$ cat src/rtl/baud_pkg.sv
// Shared constants for the baud generator: rate codes, baud table,
// rounded divisor function and the lower divisor bound.
package baud_pkg;

   typedef enum logic [2:0] {
      BPS_9600   = 3'd0,
      BPS_19200  = 3'd1,
      BPS_38400  = 3'd2,
      BPS_57600  = 3'd3,
      BPS_115200 = 3'd4,
      BPS_4800   = 3'd5,
      BPS_2400   = 3'd6,
      BPS_CUSTOM = 3'd7
   } bps_e;

   // Smallest divisor without the oversample build; the oversample build
   // raises the bound to OVS so every bit period holds OVS ticks.
   localparam int NMIN_BASE = 2;

   function automatic int baud_of(input int code);
      case (code)
         0:       return 9600;
         1:       return 19200;
         2:       return 38400;
         3:       return 57600;
         4:       return 115200;
         5:       return 4800;
         6:       return 2400;
         default: return 9600;
      endcase
   endfunction

   function automatic int div_of(input int clk_hz, input int code);
      int baud;
      baud = baud_of(code);
      return (clk_hz + baud / 2) / baud;
   endfunction

endpackage

$ cat src/rtl/baud_ovs_nco.sv
// Oversample accumulator: adds OVS each advancing cycle and emits a tick
// whenever the sum crosses the divisor, giving exactly OVS ticks per period.
module baud_ovs_nco #(
   parameter int DIV_W = 16,
   parameter int OVS   = 16
) (
   input  logic             clk,
   input  logic             rst,
   input  logic             en,
   input  logic             clear,
   input  logic [DIV_W-1:0] div,
   output logic             ovs_tick
);

   localparam logic [DIV_W:0] STEP = (DIV_W+1)'(OVS);

   logic [DIV_W:0] acc;
   logic [DIV_W:0] sum;

   always_comb sum = acc + STEP;

   always_ff @(posedge clk or posedge rst) begin
      if (rst) begin
         acc      <= '0;
         ovs_tick <= 1'b0;
      end else if (clear) begin
         acc      <= '0;
         ovs_tick <= 1'b0;
      end else if (en) begin
         if (sum >= {1'b0, div}) begin
            acc      <= sum - {1'b0, div};
            ovs_tick <= 1'b1;
         end else begin
            acc      <= sum;
            ovs_tick <= 1'b0;
         end
      end else begin
         ovs_tick <= 1'b0;
      end
   end

endmodule

$ cat src/rtl/baud_gen.sv
// Baud-rate generator: bit clock, bit tick and (with BAUD_OVS_EN defined)
// an oversample tick. All outputs are registered one cycle after the counter.
module baud_gen
   import baud_pkg::*;
#(
   parameter int CLK_HZ = 16_000_000,
   parameter int DIV_W  = 16,
   parameter int OVS    = 16
) (
   input  logic             clk_16m,
   input  logic             rst,
   input  logic             en,
   input  logic [2:0]       bps_set,
   input  logic [DIV_W-1:0] div_custom,
   input  logic             sync,
   output logic             clk_bps,
   output logic             bps_tick,
   output logic             ovs_tick,
   output logic [DIV_W-1:0] div_active
);

`ifdef BAUD_OVS_EN
   localparam int NMIN = OVS;
`else
   localparam int NMIN = NMIN_BASE;
`endif

   localparam logic [DIV_W-1:0] DIV_TAB [0:7] = '{
      DIV_W'(div_of(CLK_HZ, 0)), DIV_W'(div_of(CLK_HZ, 1)),
      DIV_W'(div_of(CLK_HZ, 2)), DIV_W'(div_of(CLK_HZ, 3)),
      DIV_W'(div_of(CLK_HZ, 4)), DIV_W'(div_of(CLK_HZ, 5)),
      DIV_W'(div_of(CLK_HZ, 6)), '0
   };

   localparam logic [DIV_W-1:0] DIV_RST =
      (div_of(CLK_HZ, 0) < NMIN) ? DIV_W'(NMIN) : DIV_TAB[0];

   for (genvar c = 0; c < 7; c++) begin : g_chk
      if ((div_of(CLK_HZ, c) >> DIV_W) != 0) begin : g_err
         $error("baud_gen: divisor for rate code %0d exceeds DIV_W", c);
      end
   end

   if (OVS < 1 || (OVS >> DIV_W) != 0) begin : g_ovs_err
      $error("baud_gen: OVS out of range");
   end

   logic [DIV_W-1:0] cnt;
   logic [DIV_W-1:0] raw_div;
   logic [DIV_W-1:0] sel_div;
   logic             run;
   logic             adv;
   logic             wrap;

   always_comb begin
      raw_div = DIV_TAB[bps_set];
      if (bps_set == BPS_CUSTOM) raw_div = div_custom;
      sel_div = (raw_div < DIV_W'(NMIN)) ? DIV_W'(NMIN) : raw_div;
   end

   // run is low on the first enabled cycle, which only latches the rate.
   always_comb begin
      adv  = en && run && !sync;
      wrap = adv && (cnt == div_active - 1'b1);
   end

   always_ff @(posedge clk_16m or posedge rst) begin
      if (rst) begin
         cnt        <= '0;
         run        <= 1'b0;
         div_active <= DIV_RST;
         clk_bps    <= 1'b0;
         bps_tick   <= 1'b0;
      end else if (!en) begin
         cnt      <= '0;
         run      <= 1'b0;
         clk_bps  <= 1'b0;
         bps_tick <= 1'b0;
      end else begin
         run      <= 1'b1;
         clk_bps  <= run && (cnt >= (div_active >> 1));
         bps_tick <= wrap;
         if (!adv || wrap) begin
            cnt        <= '0;
            div_active <= sel_div;
         end else begin
            cnt <= cnt + 1'b1;
         end
      end
   end

`ifdef BAUD_OVS_EN
   baud_ovs_nco #(
      .DIV_W (DIV_W),
      .OVS   (OVS)
   ) u_nco (
      .clk      (clk_16m),
      .rst      (rst),
      .en       (adv),
      .clear    (!adv),
      .div      (div_active),
      .ovs_tick (ovs_tick)
   );
`else
   assign ovs_tick = 1'b0;
`endif

endmodule

$ cat config.mk
export PLATFORM = sky130hd
export DESIGN_NAME = baud_gen
export DESIGN_NICKNAME = d
export VERILOG_FILES = /design/src/rtl/baud_pkg.sv /design/src/rtl/baud_ovs_nco.sv /design/src/rtl/baud_gen.sv
export SDC_FILE = /design/constraint.sdc
export NUM_CORES = 1
export LEC_CHECK = 0
export CELL_PAD_IN_SITES_DETAIL_PLACEMENT = 1
export CELL_PAD_IN_SITES_GLOBAL_PLACEMENT = 1
export CORE_UTILIZATION = 30
export DETAILED_ROUTE_END_ITERATION = 8
export PLACE_DENSITY = 0.7
export SLEW_MARGIN = 20
export SYNTH_ARGS = -nofsm -noshare
export SYNTH_HDL_FRONTEND = slang
export SYNTH_SLANG_ARGS = --single-unit
$ cat constraint.sdc
create_clock -name clk_16m -period 3.2 [get_ports clk_16m]
set_input_delay 0.48 -clock clk_16m [delete_from_list [all_inputs] [get_ports clk_16m]]
set_output_delay 0.48 -clock clk_16m [all_outputs]
set_load 0.01 [all_outputs]
# == After elaboration in Yosys (flattened, before gate mapping) ==
# Memory sizes are Yosys's and may differ from the RTL's.
# Cells that the tools add are included.
# totals
regBits,35
romBits,128
input_bits,23
wordCells,31
n_memories,1
# mem_list
memory,words,width,read_ports,rd_clocked_by_memory_dff,wr,line_no,source
(no name shown),8,16,1,0,0,baud_gen.sv:56,raw_div = DIV_TAB[bps_set];
# classes
n_addsub,2
magnitude_cmp,3
n_eq_ne,2
mux,9
n_bitwise,1
reduce_logical,8
# op_table
op,count
$mux W16,6
$add A16 B1 Y16 const B,1
$eq A16 B16 Y1,1
$ge A16 B15 Y1,1
$lt A16 B2 Y1 const B,1
$sub A16 B1 Y16 const B,1
$ge A4 B4 Y1 const B,1
$logic_and A1 B1 Y1,4
$not A3 Y4,1
$eq A3 B3 Y1 const B,1
$mux W1,3
$logic_not A1 Y1,2
$reduce_and A2 Y1,1
$logic_or A1 B1 Y1,1

# == Logic depth before layout (Yosys ltp) ==
# Gate-level depths: netlist of the first run.
# depth
ltp_word,7
ltp_mapped,11
mapped_depth_nobuf,9

# == Worst setup path before layout of the first run ==
# Ideal clock, no wire load.
# synth_path
kind,reg2reg
start,register div_active[2]
end,register cnt[11]
setup_ns,0.119
arrival_ns,2.604
required_ns,3.081
slack_ns,0.477
stages_incl_launch_ff,11
period_less_slack_ns,2.723
cell_sequence,dfrtp_1 -> buf_6 -> or4_4 -> buf_6 -> or4_4 -> a22oi_2 -> nand3_2 -> nor4_4 -> a211o_2 -> buf_4 -> nor2_1
# synth_between
elab_chain_len,6
# synth_lines
item,line_no,source
start: declaration,baud_gen.sv:19,output logic [DIV_W-1:0] div_active
start signal: assignment,baud_gen.sv:85,div_active <= sel_div;
$sub A16 B1 Y16,baud_gen.sv:64,wrap = adv && (cnt == div_active - 1'b1);
$eq A16 B16 Y1,baud_gen.sv:64,
$logic_and A1 B1 Y1,baud_gen.sv:64,
$logic_or A1 B1 Y1,baud_gen.sv:83,if (!adv || wrap) begin
$mux W16,baud_gen.sv:83,
$mux W16,baud_gen.sv:74,end else if (!en) begin
end signal: assignment,baud_gen.sv:87,cnt <= cnt + 1'b1;
end: declaration,baud_gen.sv:48,logic [DIV_W-1:0] cnt;
# Every way passes these cells.
# A chain may end at the register's enable or synchronous reset.

# == Worst setup path in the final report of the first run ==
# layout_path
start,register div_active[0]
end,register div_active[2]
# layout_between
elab_chain_len,5
# layout_lines
item,line_no
$sub A16 B1 Y16,baud_gen.sv:64
$eq A16 B16 Y1,baud_gen.sv:64
$logic_and A1 B1 Y1,baud_gen.sv:64
$logic_or A1 B1 Y1,baud_gen.sv:83
$reduce_and A2 Y1 (no line),--
# Every way passes these cells.

==> reports/metrics.yaml, run 1 <==
p_leak_nw: 1.54
finalSetupViolCount: 0
arrival_ns: 3.13
end_kind: "flop"
worstSetupPathType: "flop to flop"
fmax_mhz: 339
p_sw_mw: 0.432
via_count: 2424
synthesis.nets: 367
route.detailed.drc: 0
root_buffer: "clkbuf_8"
worst_slew_pin_slew_ns: 0.490
wirelength_um: 7880
pwr-share-clk: 0.282
clk-insertion-delay-late_ns: 0.29
clockBufferDepth: 2
die_x_um: 99.0
cts_buffers: 5
p_int_mw: 0.881
num-nets-final: 408
coreArea_um2: 9200
slew_viol_final: 0
fin_worst_skew_ns: 0.00538
cts_tree: "done"
synth_xor_area_frac: 0.105
hold_path_class: "flop to flop"
start_kind: "flop"
synthSimpleGateAreaFrac: 0.213
synth_compound_area_frac: 0.126
layout_min_cycle_time_ns: 2.95
power_density_nw_per_um2: 378
grt_pass1_wl_um: 13300
synthFlopType: "dfrtp_1"
dp_hpwl_um: 6170
ir_worst_vdd_v: 0.000203
tns_ns: 0
fin_crit_sh: 0.923
synth_top_family_by_area: "simple AND/OR/NAND/NOR gates"
yosysWarnings: 0
area_delta_synth_final_pct: 23.0
syn_area_per_cell_um2: 8.74
drtAntennaViolNets: 0
cp.required_ns: 3.38
antenna_cells: 0
timing.max_cap.violations: 0
power_mw: 1.31
maxSlewHeadroom: 0.670
crit_chain: "inv_1 > ha_1 > or3b_2 > or3_1 > a21oi_1 > o22ai_1 > nor3b_1 > a22oi_4 > mux2_2"
synth.area.mux_share: 0.0811
outcome: "finished, final reports clean"
critical_path.max_fanout: 13
ys_seq_area_frac: 0.312
dieArea_um2: 9800
rsz0062_at_grt: "false"
synth.distinct_cells: 50
synth-async-reset-ratio: 1.00
switching_share: 0.329
vias_per_cell: 5.09
place.gp.congestion: 0.858
fin_util: 0.378
filler_cell_count: 1087
die_h_um: 99.0
drive_gt1_frac: 0.112
hold_ws_ns: 0.554
h-tree-depth: 2
combPwrFrac: 0.319
start_util: 0.307
dr.pass1.iters: 4
synth_fa_ha_area_frac: 0.0930
grt_pass1_vias: 2619
cts.sinks: 35
antenna_found_initial: 0
num_rows: 35
slowest_delay_ns: 0.56
cpMaxStageDelayCell: "or3b_2"
syn-cell-area_um2: 2820
ys_seq_elements: 35
grt-ovfl-total: 0
routedWlPerCell_um: 16.6
synth-edff-count: 0
port_buffers: 40
ios: 42
hold_violations: 0
grtUsageTotal: 0.171
clkTransAtPathRegs_ns: 0.07
syn_inst: 323
p_seq_frac: 0.399
drt_iter0_drc: 112
grt_max_degree: 36
## through the flow
step                cell area, um^2  std cells  worst slack (ns)
floorplan                      2820        323             0.477
global placement               3310        462             0.301
detailed placement             3310        462             0.229
CTS                            3410        470             0.203
global route                   3470        476            0.0475
finish                         3470        476             0.246
## path summary, 6_finish.rpt
path / to / startpoint / cells after the start / slack, ns
setup / recovery: div_active[2]$_DFFE_PP0P_ / div_active[0]$_DFFE_PP1P_ / 9 / 0.25
hold / removal: div_active[1]$_DFFE_PP1P_ / div_active[1]$_DFFE_PP1P_ / 2 / 0.55
setup reg to reg: div_active[2]$_DFFE_PP0P_ / div_active[0]$_DFFE_PP1P_ / 9 / 0.25
hold reg to reg: div_active[1]$_DFFE_PP1P_ / div_active[1]$_DFFE_PP1P_ / 2 / 0.55
max in group asynchronous: div_active[1]$_DFFE_PP1P_ / rst / 3 / 2.24
min in group asynchronous: cnt[13]$_DFF_PP0_ / rst / 3 / 0.60
## layout make-up
type                            instances  area [um^2]  share of cell area
Sequential cell                        35          882               0.254
Multi-Input combinational cell        245         1760               0.505
Clock buffer                            8          100              0.0288
Tap cell                              111          139              0.0400
Inverter                               25         93.8              0.0270
Timing Repair Buffer                   52          503               0.145
## registers in the layout, indices dropped and copies added (netlist names)
| signal | cells |
|---|---|
| clk_bps | 1 |
| cnt | 16 |
| bps_tick | 1 |
| run | 1 |
| div_active | 16 |
## layer usage
metal  part of all wire  vias to the layer above  wire length [um]  global-route usage
met3              0.017                        7               136              0.0255
met2               0.49                       25              3840               0.293
met4             0.0075                        0                59              0.0390
met5                  0                        -                 0                   0
li1                   -                     1198                 -                   -
met1               0.49                     1194              3850               0.226
## critical path: cells and delay by family (launching register included)
family                     cells  cell delay, ns
buffers and inverters          1            0.09
and+or+nand+nor                3            1.30
muxes                          1            0.33
adders and majority gates      1            0.26
AOI/OAI and AO/OA              3            0.47
DFF                            1            0.40
## synth_stat cells, drive strengths merged (3+ instances only)
cell	instances	area [um^2]
o21ai	11	55.1
and3	3	18.8
or4	3	30.0
or3	3	18.8
nor2	33	124
xnor2	19	166
nor4	8	65.1
buf	5	48.8
xor2	15	131
and2	3	18.8
dfstp	5	131
o31ai	4	30.0
nand3	15	80.1
nand2	19	71.3
dfrtp	30	751
nand4	5	31.3
a21oi	14	70.1
nand2b	5	31.3
nor3	10	50.1
clkbuf	13	48.8
a21o	7	52.6
mux2i	15	150
a22oi	3	41.3
inv	25	93.8
ha	21	263
mux2	7	78.8
## cell families (layout without fill, tap and decap cells)
logic type / Yosys count / in the layout
xor gates and xnor gates: 34 / 34
muxes: 22 / 22
buffers and inverters: 43 / 85
adders and majority gates: 21 / 21
and+or+nand+nor: 115 / 115
AOI/OAI and AO/OA: 52 / 52
DFF: 35 / 35
other: 1 / 1
## power by group through the flow
stage                     Sequential, mW  Clock [mW]  Combinational, mW
final                              0.524       0.370              0.419
after global routing               0.530       0.393              0.462
after CTS                          0.525       0.372              0.411
after detailed placement           0.533           0              0.409
after global placement             0.531           0              0.403
after floorplan                    0.526           0              0.258
## cells in the final DEF, fill, tap and decap left out, types with 2 or more instances in the layout
cell,instances
a211oi_1,2
a21o_1,7
a21oi_1,14
and2_1,3
and3_1,3
buf_4,11
clkbuf_8,7
clkdlybuf4s50_1,40
dfrtp_1,30
dfstp_2,5
ha_1,21
inv_1,25
mux2_2,7
mux2i_1,15
nand2_1,19
nand2b_1,5
nand3_1,14
nand4_1,5
nor2_1,33
nor3_1,10
nor4_1,7
o21ai_0,11
o22ai_1,2
o311a_1,2
o31ai_1,4
or3_1,3
or4_4,2
xnor2_1,19
xor2_1,15
## repair_timing
action,4_1_cts,5_1_grt
endpoints found under the setup margin,0,3
resized for setup,0,1
hold endpoints to repair,0,0
hold buffers,0,0
buffers inserted,0,6
Power figures use the tool's default switching activity.
==> inputs of run 2 (changes only) <==
- CELL_PAD_IN_SITES_DETAIL_PLACEMENT: 1 -> 2
- CELL_PAD_IN_SITES_GLOBAL_PLACEMENT: 1 -> 2
- PLACE_DENSITY: 0.7 -> 0.82
==> reports/metrics.yaml, run 2 (same netlist as run 1, synthesis figures left out) <==
crit_start: "div_active[4]$_DFFE_PP0P_"
fmax_mhz: 340  # +0.52%
finalSetupViolCount: 0  # unchanged
antenna_found_initial: 0  # unchanged
r2r_start: "div_active[4]$_DFFE_PP0P_"
fin_util: 0.375  # -0.00245
cts_hold_buf: 0  # unchanged
antenna_cells: 0  # unchanged
vias_per_cell: 5.32  # +4.5%
hold_path_class: "flop to flop"
layout_commonest_cell: "clkdlybuf4s50_1"
hold_violations: 0  # unchanged
worstSetupPathType: "flop to flop"
fin_crit_sh: 0.918  # -0.00480
clkTransAtPathRegs_ns: 0.08  # about the same
ios: 42  # unchanged
place.gp.congestion: 0.842  # -1.9%
slew_viol_final: 0  # unchanged
place_inst: 461  # -0.22%
fin_cells: 476  # unchanged
power_density_nw_per_um2: 374  # -1.0%
die_h_um: 99.0  # unchanged
clockBufferDepth: 2  # unchanged
worstHoldPathCells: 2  # unchanged
layout_common_cells: "clkdlybuf4s50_1, nor2_1, dfrtp_1, inv_1, ha_1"
min_from: "div_active[1]$_DFFE_PP1P_"
regToRegSetupSlack_ns: 0.26  # +0.02 ns
timing.max_cap.violations: 0  # unchanged
cp.required_ns: 3.40  # +0.02 ns
rsz0062_at_grt: "false"
dp_hpwl_um: 6980  # +13%
drtAntennaViolNets: 0  # unchanged
tns_ns: 0  # unchanged
ff_latch_area_um2: 882  # unchanged
grt_pass1_vias: 2828  # +8.0%
cts_buffers: 5  # unchanged
wirelength_um: 9150  # +16%
start_util: 0.307  # unchanged
whs_endpoint: "div_active[1]$_DFFE_PP1P_"
placed_area_um2: 3300  # -0.23%
h-tree-depth: 2  # unchanged
stdcell_area_um2: 3450  # -0.65%
cts.sinks: 35  # unchanged
start_kind: "flop"
grtUsageTotal: 0.192  # +0.0207
multiInputGateArea_um2: 1760  # +0.29%
drt_iter0_drc: 65  # -42%
grt_max_degree: 36  # unchanged
filler_cell_count: 1043  # -4.0%
routedWlPerCell_um: 19.2  # +16%
arrival_ns: 3.14  # about the same
num_rows: 35  # unchanged
r2r_end: "div_active[14]$_DFFE_PP0P_"
via_count: 2534  # +4.5%
worst-r2r-cell-count: 9  # unchanged
die_x_um: 99.0  # unchanged
route.detailed.drc: 1  # +1
fin_worst_skew_ns: 0.0122  # +0.00687 ns
grt_pass1_wl_um: 14700  # +11%
ir_worst_vdd_v: 0.000138  # -32%
drive_gt1_frac: 0.115  # +0.00274
dieArea_um2: 9800  # unchanged
critical_path.max_fanout: 8  # -5
p_leak_nw: 1.53  # -0.92%
outcome: "finished with violations"
root_buffer: "clkbuf_8"
cts_tree: "done"
port_buffers: 40  # unchanged
layout_min_cycle_time_ns: 2.94  # -0.0154 ns
coreArea_um2: 9200  # unchanged
dr.pass1.iters: 8  # +4
clk-insertion-delay-late_ns: 0.30  # about the same
num-nets-final: 408  # unchanged
reg_top3: "cnt: 16 flops, div_active: 16 flops"
area_delta_synth_final_pct: 22.2
violations: "design-rule violations"
power_mw: 1.29  # -1.7%
grt-ovfl-total: 0  # unchanged
end_kind: "flop"
==> run 2: changes by cell type in the layout (fill, tap and decap cells not counted), sizes merged <==
cell	previous run	this run
clkinvlp	0	1
clkinv	0	1
clkbuf	8	6
==> run 2: timing repair <==
item / CTS / global route
setup endpoints to repair: 0 / 3
gates resized for setup: 0 / 2
buffers inserted: 0 / 7
==> run 2: worst max-delay path, stage by stage (launching register included) <==
cell and delay (ns):
dfrtp_1 0.47, or4_1 0.66, nor3_1 0.38, o21ai_0 0.17, o311a_1 0.19, nor4_4 0.37
a22oi_4 0.10, buf_4 0.18, buf_4 0.14, mux2i_1 0.19
==> run 2: routing by layer <==
layer  wire [um]  part of all wire  global-route usage  vias up
li1            -                 -                   -     1203
met1        3980              0.44               0.228     1261
met2        4770              0.52               0.355       52
met3         234             0.026              0.0291       18
met4         161             0.018              0.0540        0
met5           0                 0                   0        -
==> run 2: cell type report <==
type | instances | area share
inverters | 25 | 0.0272
flip-flops and latches | 35 | 0.256
clock buffers | 6 | 0.0210
well taps | 111 | 0.0402
clock inverters | 2 | 0.00363
multi-input cells | 245 | 0.510
repair buffers | 52 | 0.142
==> run 2: through the flow <==
stage	hold slack, ns	setup slack (ns)
global route	0.576	0.0423
floorplan	0.511	0.477
CTS	0.560	0.119
finish	0.549	0.262
global placement	0.522	0.243
detailed placement	0.543	0.140
==> run 2: where the power goes <==
group          internal, mW  total, mW  switching (mW)
Clock                 0.152      0.331           0.178
Sequential            0.478      0.530          0.0527
Combinational         0.205      0.429           0.224
Total                 0.835       1.29           0.455
==> run 2: worst max-delay path by stage <==
| stage | to | depth (start not counted) |
|---|---|---|
| floorplan | cnt[11]$_DFF_PP0_ | 10 |
| global placement | div_active[8]$_DFFE_PP0P_ | 7 |
| detailed placement | div_active[2]$_DFFE_PP0P_ | 7 |
| CTS | div_active[2]$_DFFE_PP0P_ | 9 |
| global route | div_active[14]$_DFFE_PP0P_ | 9 |
| finish | div_active[14]$_DFFE_PP0P_ | 9 |
